### src/rtl/amer_put_pkg.sv
// Shared types and constants for the American-put pricing core and its run sequencer.
// The default cycle constants are also used by the core's address generator (N=4000).
package amer_put_pkg;

  localparam int DOUBLE_W = 64;

  localparam int unsigned S1_CYCLES_DEF = 32'd8192;
  localparam int unsigned S2_CYCLES_DEF = 32'd8004002;
  localparam int unsigned RD_LAT_DEF    = 32'd3;
  localparam int          CNT_W_DEF     = 32;

  typedef enum logic [2:0] {
    ST_IDLE = 3'd0,
    ST_S1   = 3'd1,
    ST_S2   = 3'd2,
    ST_READ = 3'd3,
    ST_HOLD = 3'd4
  } seq_state_t;

endpackage

### src/rtl/amer_put_phase_cnt.sv
// Loadable down-counter shared by all three run phases. It stops at zero
// instead of wrapping, and expiry is signalled by a compare-to-zero flag.
module amer_put_phase_cnt #(
  parameter int CNT_W = 32
) (
  input  logic             clk_fast,
  input  logic             nrst,
  input  logic             load,
  input  logic [CNT_W-1:0] load_val,
  input  logic             dec,
  output logic             zero
);

  logic [CNT_W-1:0] cnt;

  // Load has priority over decrement; decrement is ignored once at zero.
  always_ff @(posedge clk_fast or negedge nrst) begin
    if (!nrst) begin
      cnt <= '0;
    end else if (load) begin
      cnt <= load_val;
    end else if (dec && (cnt != '0)) begin
      cnt <= cnt - CNT_W'(1);
    end
  end

  assign zero = (cnt == '0);

endmodule

### src/rtl/amer_put_seq.sv
// Run sequencer around the American-put pricing core: accepts one job,
// holds its parameters on the core inputs, times start_s1/start_s2 and the
// result readout, and hands the captured price back to the host.
// Optional feature: define AMER_PUT_SEQ_STATUS_EN to add the run_cycles port.
//
// state | meaning
// IDLE  | waiting for a job, req_ready high
// S1    | stage 1 running (table fill / membank init)
// S2    | stage 2 running (backward induction)
// READ  | readout window, waiting for result_in to settle
// HOLD  | price on res_data, res_valid high until res_ready
module amer_put_seq
  import amer_put_pkg::*;
#(
  parameter int unsigned S1_CYCLES = S1_CYCLES_DEF,
  parameter int unsigned S2_CYCLES = S2_CYCLES_DEF,
  parameter int unsigned RD_LAT    = RD_LAT_DEF,
  parameter int          CNT_W     = CNT_W_DEF
) (
  input  logic                clk_fast,
  input  logic                nrst,
  input  logic                req_valid,
  output logic                req_ready,
  input  logic [DOUBLE_W-1:0] req_p_up,
  input  logic [DOUBLE_W-1:0] req_p_down,
  input  logic [DOUBLE_W-1:0] req_log_lambda_up,
  input  logic [DOUBLE_W-1:0] req_log_lambda_down,
  input  logic [DOUBLE_W-1:0] req_K_over_S,
  output logic [DOUBLE_W-1:0] p_up,
  output logic [DOUBLE_W-1:0] p_down,
  output logic [DOUBLE_W-1:0] log_lambda_up,
  output logic [DOUBLE_W-1:0] log_lambda_down,
  output logic [DOUBLE_W-1:0] K_over_S,
  output logic                start_s1,
  output logic                start_s2,
  input  logic [DOUBLE_W-1:0] result_in,
  input  logic                abort,
  output logic                res_valid,
  input  logic                res_ready,
  output logic [DOUBLE_W-1:0] res_data,
  output logic                busy
`ifdef AMER_PUT_SEQ_STATUS_EN
  ,output logic [CNT_W-1:0]   run_cycles
`endif
);

  seq_state_t       state, state_nxt;
  logic             accept, s1_nxt, s2_nxt, cap;
  logic             cnt_load, cnt_dec, cnt_zero;
  logic [CNT_W-1:0] cnt_val;

  amer_put_phase_cnt #(.CNT_W(CNT_W)) u_phase_cnt (
    .clk_fast (clk_fast),
    .nrst     (nrst),
    .load     (cnt_load),
    .load_val (cnt_val),
    .dec      (cnt_dec),
    .zero     (cnt_zero)
  );

  // Next-state, counter control and next values of the registered pulses.
  // The READ phase is loaded with RD_LAT (not RD_LAT-1) so that result_in is
  // sampled at the end of the cycle in which it first becomes valid.
  always_comb begin
    state_nxt = state;
    accept    = 1'b0;
    s1_nxt    = 1'b0;
    s2_nxt    = 1'b0;
    cap       = 1'b0;
    cnt_load  = 1'b0;
    cnt_dec   = 1'b0;
    cnt_val   = '0;
    unique case (state)
      ST_IDLE: begin
        if (req_valid && req_ready) begin
          accept    = 1'b1;
          s1_nxt    = 1'b1;
          cnt_load  = 1'b1;
          cnt_val   = CNT_W'(S1_CYCLES - 32'd1);
          state_nxt = ST_S1;
        end
      end
      ST_S1: begin
        if (cnt_zero) begin
          s2_nxt    = 1'b1;
          cnt_load  = 1'b1;
          cnt_val   = CNT_W'(S2_CYCLES - 32'd1);
          state_nxt = ST_S2;
        end else begin
          cnt_dec = 1'b1;
        end
      end
      ST_S2: begin
        if (cnt_zero) begin
          cnt_load  = 1'b1;
          cnt_val   = CNT_W'(RD_LAT);
          state_nxt = ST_READ;
        end else begin
          cnt_dec = 1'b1;
        end
      end
      ST_READ: begin
        if (cnt_zero) begin
          cap       = 1'b1;
          state_nxt = ST_HOLD;
        end else begin
          cnt_dec = 1'b1;
        end
      end
      ST_HOLD: begin
        if (res_ready) begin
          state_nxt = ST_IDLE;
        end
      end
      default: state_nxt = ST_IDLE;
    endcase
    // Abort wins over every transition and swallows any pulse or capture due now.
    if (abort && (state != ST_IDLE)) begin
      state_nxt = ST_IDLE;
      s2_nxt    = 1'b0;
      cap       = 1'b0;
      cnt_load  = 1'b0;
      cnt_dec   = 1'b0;
    end
  end

  // State register and registered handshake/pulse outputs.
  always_ff @(posedge clk_fast or negedge nrst) begin
    if (!nrst) begin
      state     <= ST_IDLE;
      req_ready <= 1'b0;
      start_s1  <= 1'b0;
      start_s2  <= 1'b0;
      res_valid <= 1'b0;
      res_data  <= '0;
    end else begin
      state     <= state_nxt;
      req_ready <= (state_nxt == ST_IDLE);
      start_s1  <= s1_nxt;
      start_s2  <= s2_nxt;
      res_valid <= (state_nxt == ST_HOLD);
      if (cap) begin
        res_data <= result_in;
      end
    end
  end

  // Job parameters stay on the core inputs until the next accepted job.
  always_ff @(posedge clk_fast or negedge nrst) begin
    if (!nrst) begin
      p_up            <= '0;
      p_down          <= '0;
      log_lambda_up   <= '0;
      log_lambda_down <= '0;
      K_over_S        <= '0;
    end else if (accept) begin
      p_up            <= req_p_up;
      p_down          <= req_p_down;
      log_lambda_up   <= req_log_lambda_up;
      log_lambda_down <= req_log_lambda_down;
      K_over_S        <= req_K_over_S;
    end
  end

  assign busy = (state != ST_IDLE);

`ifdef AMER_PUT_SEQ_STATUS_EN
  // Run-length counter: restarts on acceptance, counts active phases, freezes in HOLD/IDLE.
  always_ff @(posedge clk_fast or negedge nrst) begin
    if (!nrst) begin
      run_cycles <= '0;
    end else if (accept) begin
      run_cycles <= '0;
    end else if (((state == ST_S1) || (state == ST_S2) || (state == ST_READ)) &&
                 (run_cycles != '1)) begin
      run_cycles <= run_cycles + CNT_W'(1);
    end
  end
`endif

endmodule

### config.mk
export PLATFORM = sky130hd
export DESIGN_NAME = amer_put_seq
export DESIGN_NICKNAME = d
export VERILOG_FILES = /design/src/rtl/amer_put_pkg.sv /design/src/rtl/amer_put_phase_cnt.sv /design/src/rtl/amer_put_seq.sv
export SDC_FILE = /design/constraint.sdc
export NUM_CORES = 1
export LEC_CHECK = 0
export ABC_CLOCK_PERIOD_IN_PS = 2600
export CORE_AREA = 2 2 300 302
export DETAILED_ROUTE_END_ITERATION = 12
export DIE_AREA = 0 0 302 304
export SLEW_MARGIN = 30
export SYNTH_ARGS = -nofsm -noshare
export SYNTH_HDL_FRONTEND = slang
export SYNTH_SLANG_ARGS = --single-unit
### constraint.sdc
create_clock -name clk_fast -period 2.6 [get_ports clk_fast]
set_input_delay 0.52 -clock clk_fast [delete_from_list [all_inputs] [get_ports clk_fast]]
set_output_delay 0.52 -clock clk_fast [all_outputs]
set_load 0.005 [all_outputs]
-- After elaboration in Yosys (flattened, before gate mapping)
Cells that the tools add are included.
W data, S select, Z words.
- output and inout port bits: 389
- flip-flop bits (word level): 423
- input port bits: 389
- word-level logic and storage cells: 54
- add/subtract/negate cells: 1
- muxes and demuxes: 25
- reduce and logical (&&, ||, !) cells: 11
- eq/ne operators: 5
- operator list (cell ; count):
    $pmux W23 S3 ; 1
    $mux W32 ; 2
    $logic_not A32 Y1 ; 1
    $reduce_bool A32 Y1 ; 1
    $sub A32 B1 Y32 const B ; 1
    $mux W23 ; 1
    $mux W3 ; 6
    $pmux W3 S5 ; 1
    $mux W13 ; 1
    $mux W1 ; 11
    $eq A3 B2 Y1 const B ; 2
    $eq A3 B3 Y1 const B ; 2
    $logic_not A3 Y1 ; 2
    $eq A3 B1 Y1 const B ; 1
    $logic_and A1 B1 Y1 ; 3
    $reduce_bool A3 Y1 ; 1
    $reduce_or A3 Y1 ; 1
    $mux W2 ; 1
    $pmux W1 S2 ; 1
    $reduce_bool A2 Y1 ; 1
    $reduce_or A2 Y1 ; 1

-- Longest topological paths before layout
Gate-level depths: netlist of the first run.
- word-level depth: 7
- mapped depth: 9
- gate-level depth less buffers: 7

-- Cells and area by module
From an unflattened synthesis of the first run, not the netlist that was laid out.
- cell total of the unflattened synthesis: 1093
- area, all modules: 17894.7 µm²
- by module, submodules not included (module ; times used ; cells each ; area an instance (µm²) ; seq. area each (µm²)):
    amer_put_seq ; 1 ; 859 ; 15827.7 ; 9784.4
    amer_put_phase_cnt ; 1 ; 234 ; 2067.0 ; 800.8

-- Worst setup path after synthesis of the first run
OpenSTA, ideal clock, no wires.
- path kind: register -> register
- start: reg u_phase_cnt.cnt[21]
- end: reg req_ready
- arrival time: 2.046 ns
- stages on the path, launching flop included: 8
- data required time: 2.462 ns
- slack: 0.416 ns
- clock period less this slack: 2.184 ns
- setup time: 0.138 ns
- buffers on the path: 1
- cell sequence: dfrtp_1 -> nor4_1 -> nand4_1 -> or3_1 -> buf_2 -> or3_4 -> a21oi_2 -> nor2_1
- cells in the longest elaborated chain, start to end: 5
- elaborated cells between the ends (all ways): 7
- those cells by class: mux (5); reduce/logical (2)
- ends and longest elaborated chain (item ; line ; source):
    start: declaration ; amer_put_phase_cnt.sv:14 ; logic [CNT_W-1:0] cnt;
    start signal: assignment ; amer_put_phase_cnt.sv:21 ; cnt <= load_val;
    start signal: assignment ; amer_put_phase_cnt.sv:23 ; cnt <= cnt - CNT_W'(1);
    $logic_not A32 Y1 * ; amer_put_phase_cnt.sv:27 ; assign zero = (cnt == '0);
    $mux W3, on equally long branches ; amer_put_seq.sv:103, amer_put_seq.sv:84, amer_put_seq.sv:94 ;
    $pmux W3 S5 * ; amer_put_seq.sv:73 ; unique case (state)
    $mux W3 * ; amer_put_seq.sv:118 ; if (abort && (state != ST_IDLE)) begin
    via state_nxt[2] ; amer_put_seq.sv:47 ; seq_state_t state, state_nxt;
    $logic_not A3 Y1 * ; amer_put_seq.sv:138 ; req_ready <= (state_nxt == ST_IDLE);
    end signal: assignment ; amer_put_seq.sv:138 ;
    end: declaration ; amer_put_seq.sv:23 ; output logic req_ready,
Mark *: on every way through the listed nets, which the timed path passes. The rest lies on a longest branch.
A chain may end at the register's enable or synchronous reset.

-- Worst setup path in the final report of the first run
- start: reg state[2]
- end: out busy
- cells in the longest elaborated chain, start to end: 1
- ends and longest elaborated chain (item ; line ; source):
    start: declaration ; amer_put_seq.sv:47 ;
    start signal: assignment ; amer_put_seq.sv:137 ; state <= state_nxt;
    $reduce_bool A3 Y1 ; amer_put_seq.sv:165 ; assign busy = (state != ST_IDLE);
    end: declaration ; amer_put_seq.sv:41 ; output logic busy
No other way between the ends.

==> run_results.csv, run 1 <==
group,metric,value,unit
min_path,hold_end,"p_up[44]",
setup_path,worst_r2r_startpoint,"u_phase_cnt.cnt[21]",
setup_path,r2r_cells,6,
pwr,p_leak,13.05,nW
global_route,grt_overflow_total,0,
cts,htree_levels,2,
drt,vias_per_cell,3.887,
sta,setup_violations,0,
place,pre_cts_ws,90.29,ps
yosys,yosys.cell_types.count,51,
sta,worst_pin_slew,843.9,ps
cells_and_area,layout-drive-gt1-share,8.408,%
yosys,avgSynthCellArea,9.549,um^2
place,dpl-instance-area,25940,um^2
setup_path,crit_chain,"or3_1 -> clkdlybuf4s50_1",
drt,firstDrtPassIters,5,
cells_and_area,area_growth,68.87,%
global_route,grt_pass1_wl,90.62,mm
setup_path,r2r_end,"u_phase_cnt.cnt[1]",
yosys,synthSimpleGateAreaFrac,25.54,%
sta,worst_slack,131.7,ps
cts,cts.sinks,423,
sta,fmax,0.4051,GHz
yosys,async_flop_share,100.0,%
setup_path,crit_fanout,7,
global_route,grt_max_degree,82,
die,start_util,18.43,%
die,ios,778,
sta,slew_violations,0,
pwr,cellPowerDensity,1028,nW/um^2
sta,whs,451.4,ps
min_path,hold-path-cell-count,3,
min_path,hold_start,"req_p_up[44]",
place,place.gp.congestion,0.8125,
setup_path,r2r_slack,210,ps
setup_path,start_kind,"register",
yosys,synth_flop_cell,"dfrtp_1",
sta,clock_skew,22.64,ps
yosys,synth_edf_count,0,
sta,fin_tns_setup,0,ps
die,core_area,89050,um^2
setup_path,arrival,1950,ps
drt,drt_iter0_drc,827,
die,die_h,304,um
yosys,synth-seq-cells,423,
cts,cts_tree,"yes",
die,die_x,302,um
yosys,synth_cells,1719,
yosys,synth_top_area_share,64.49,%
global_route,antenna_found_initial,1,
yosys,ys_warn_count,0,
yosys,synth.cell_area,16410,um^2
drt,vias,14519,
cells_and_area,stdcell_area,27720,um^2
cts,insertion_delay,600,ps
yosys,synthXorXnorAreaFrac,0.9604,%
yosys,synth.area.mux_share,4.391,%
sta,post-route-period-util,94.94,%
cts,root_buffer,"clkbuf_16",
sta,finalHoldViolCount,0,
yosys,synth_area_leaders,"dfrtp_1 (64%), nand2_1 (22%), mux2_2 (4.1%)",
yosys,synthTopCellsByCount,"nand2_1 (967), dfrtp_1 (423), clkbuf_1 (64)",
setup_path,endpoint_kind,"output pin",
yosys,synth_fp_nets,2110,
yosys,synth_compound_area_share,2.089,%
setup_path,critPathSlowestCell,"clkdlybuf4s50_1",
sta,max-slew-margin-rel,43.74,%
drt,ant_nets,0,
global_route,grt_usage,12.74,%
drt,drc,0,
min_path,worstHoldPathType,"primary input to register",
drt,totalWireLength,60.45,mm
yosys,yosys.area.top_type,"dfrtp_1",
setup_path,critical_path_class,"register to output pin",
die,dieArea,91810,um^2
pwr,peakVddDrop,0.5681,mV
yosys,synth_top_family_by_area,"simple AND/OR/NAND/NOR gates",
setup_path,critPathRequiredTime,2080,ps
cts,clk_pin_slew,60,ps
outcome,status,"complete, no violations",
run,maxCapViolations,0,
sta,fin_crit,2468,ps
global_route,grt_pass1_vias,14764,
die,row_count,110,
place,io_buffers,777,
cts,clk_path_buf_depth,3,
yosys,synth_adder_area_share,0.1525,%
sta,rsz0062_at_grt,"false",
yosys,yosysSeqAreaShare,64.49,%
place,dp_hpwl,44.71,mm
yosys,yosysMostFrequentCell,"nand2_1",
setup_path,cpPeakStageDelay,480,ps
cts,cts_inserted_buffers,50,
drt,wl_per_cell,16.18,um
cells_and_area,nNetsFinal,2908,
pwr,p_total,0.02850,W
state kept, by name (all words and copies together) (netlist names):
name	flops
start_s1	1
req_ready	1
res_data	64
log_lambda_up	64
p_down	64
p_up	64
start_s2	1
log_lambda_down	64
res_valid	1
K_over_S	64
u_phase_cnt.cnt	32
state	3
worst max path at each step:
stage                              startpoint                  end  depth (start not counted)
after floorplan           u_phase_cnt.cnt[21]            req_ready                          7
after global routing       u_phase_cnt.cnt[6]  u_phase_cnt.cnt[23]                          7
after global placement    u_phase_cnt.cnt[21]         res_data[37]                          7
final                                state[2]                 busy                          2
after detailed placement  u_phase_cnt.cnt[21]         res_data[38]                          7
after CTS                            state[2]                 busy                          2
metrics by stage:
| step | cells | util (%) |
|---|---|---|
| floorplan | 1719 | - |
| global placement | 3640 | 29.13 |
| detailed placement | 3640 | 29.13 |
| global route | 3733 | 31.12 |
| CTS | 3733 | 31.08 |
| finish | 3735 | 31.13 |
cell type report:
type	instances	area, um^2
Timing Repair Buffer	835	8412
Clock buffer	76	1519
Multi-Input combinational cell	1200	5483
Sequential cell	423	10590
Inverter	7	33.78
Antenna cell	2	5.005
Fill cell	9214	61330
Clock inverter	16	210.2
Tap cell	1176	1471
layer usage:
layer	wire length, um	track usage, %
met4	1470	3.603
met1	25150	15.53
met5	0	0
met3	5133	4.141
met2	28690	21.36
cell families (layout without fill, tap and decap cells):
| kind of cell | after synthesis | in the layout |
|---|---|---|
| buffers and inverters | 96 | 934 |
| multiplexers | 64 | 64 |
| AND/OR/NAND/NOR | 1067 | 1067 |
| XOR/XNOR | 18 | 18 |
| flip-flops | 423 | 423 |
| other | 0 | 2 |
| AO/OA/AOI/OAI | 49 | 49 |
| adder cells (fa/ha/maj) | 2 | 2 |
what timing repair did:
| item | in CTS | in global routing |
|---|---|---|
| hold buffers | 1 | 0 |
| setup endpoints to repair | 0 | 72 |
| gates resized for setup | 0 | 7 |
| endpoints found under the hold margin | 36 | 0 |
| buffers inserted | 0 | 0 |
cells in the final DEF (no fill, tap or decap), types with 9 or more instances in the layout:
master and instances:
nand2_1 967, clkdlybuf4s50_1 776, dfrtp_1 423, mux2_2 60
clkbuf_16 50, buf_4 41, nor2_1 28, nor3_1 18
clkbuf_8 17, buf_12 15, xor2_1 14, nand3_1 12
o21ai_0 12, clkbuf_1 9
critical path, delay by kind of cell, from the launching register on:
kind                   cells  cell delay (ps)
buffers and inverters      1              480
flip-flops                 1              460
AND/OR/NAND/NOR            1              410
report_power, final:
group,switching [W],leakage (nW),internal [W],total [W]
sequential,0.00143,5.39,0.00906,0.0105
combinational,0.00473,6.82,0.00595,0.0107
clock,0.00291,0.846,0.00442,0.00734
(Power assumes the default switching activity.)
==> run 2: changes to the inputs <==
Settings changed: CTS_CLUSTER_SIZE set to 12.
==> results of run 2 <==
Same layout as run 1: the final DEF is identical, and so are final timing and power.
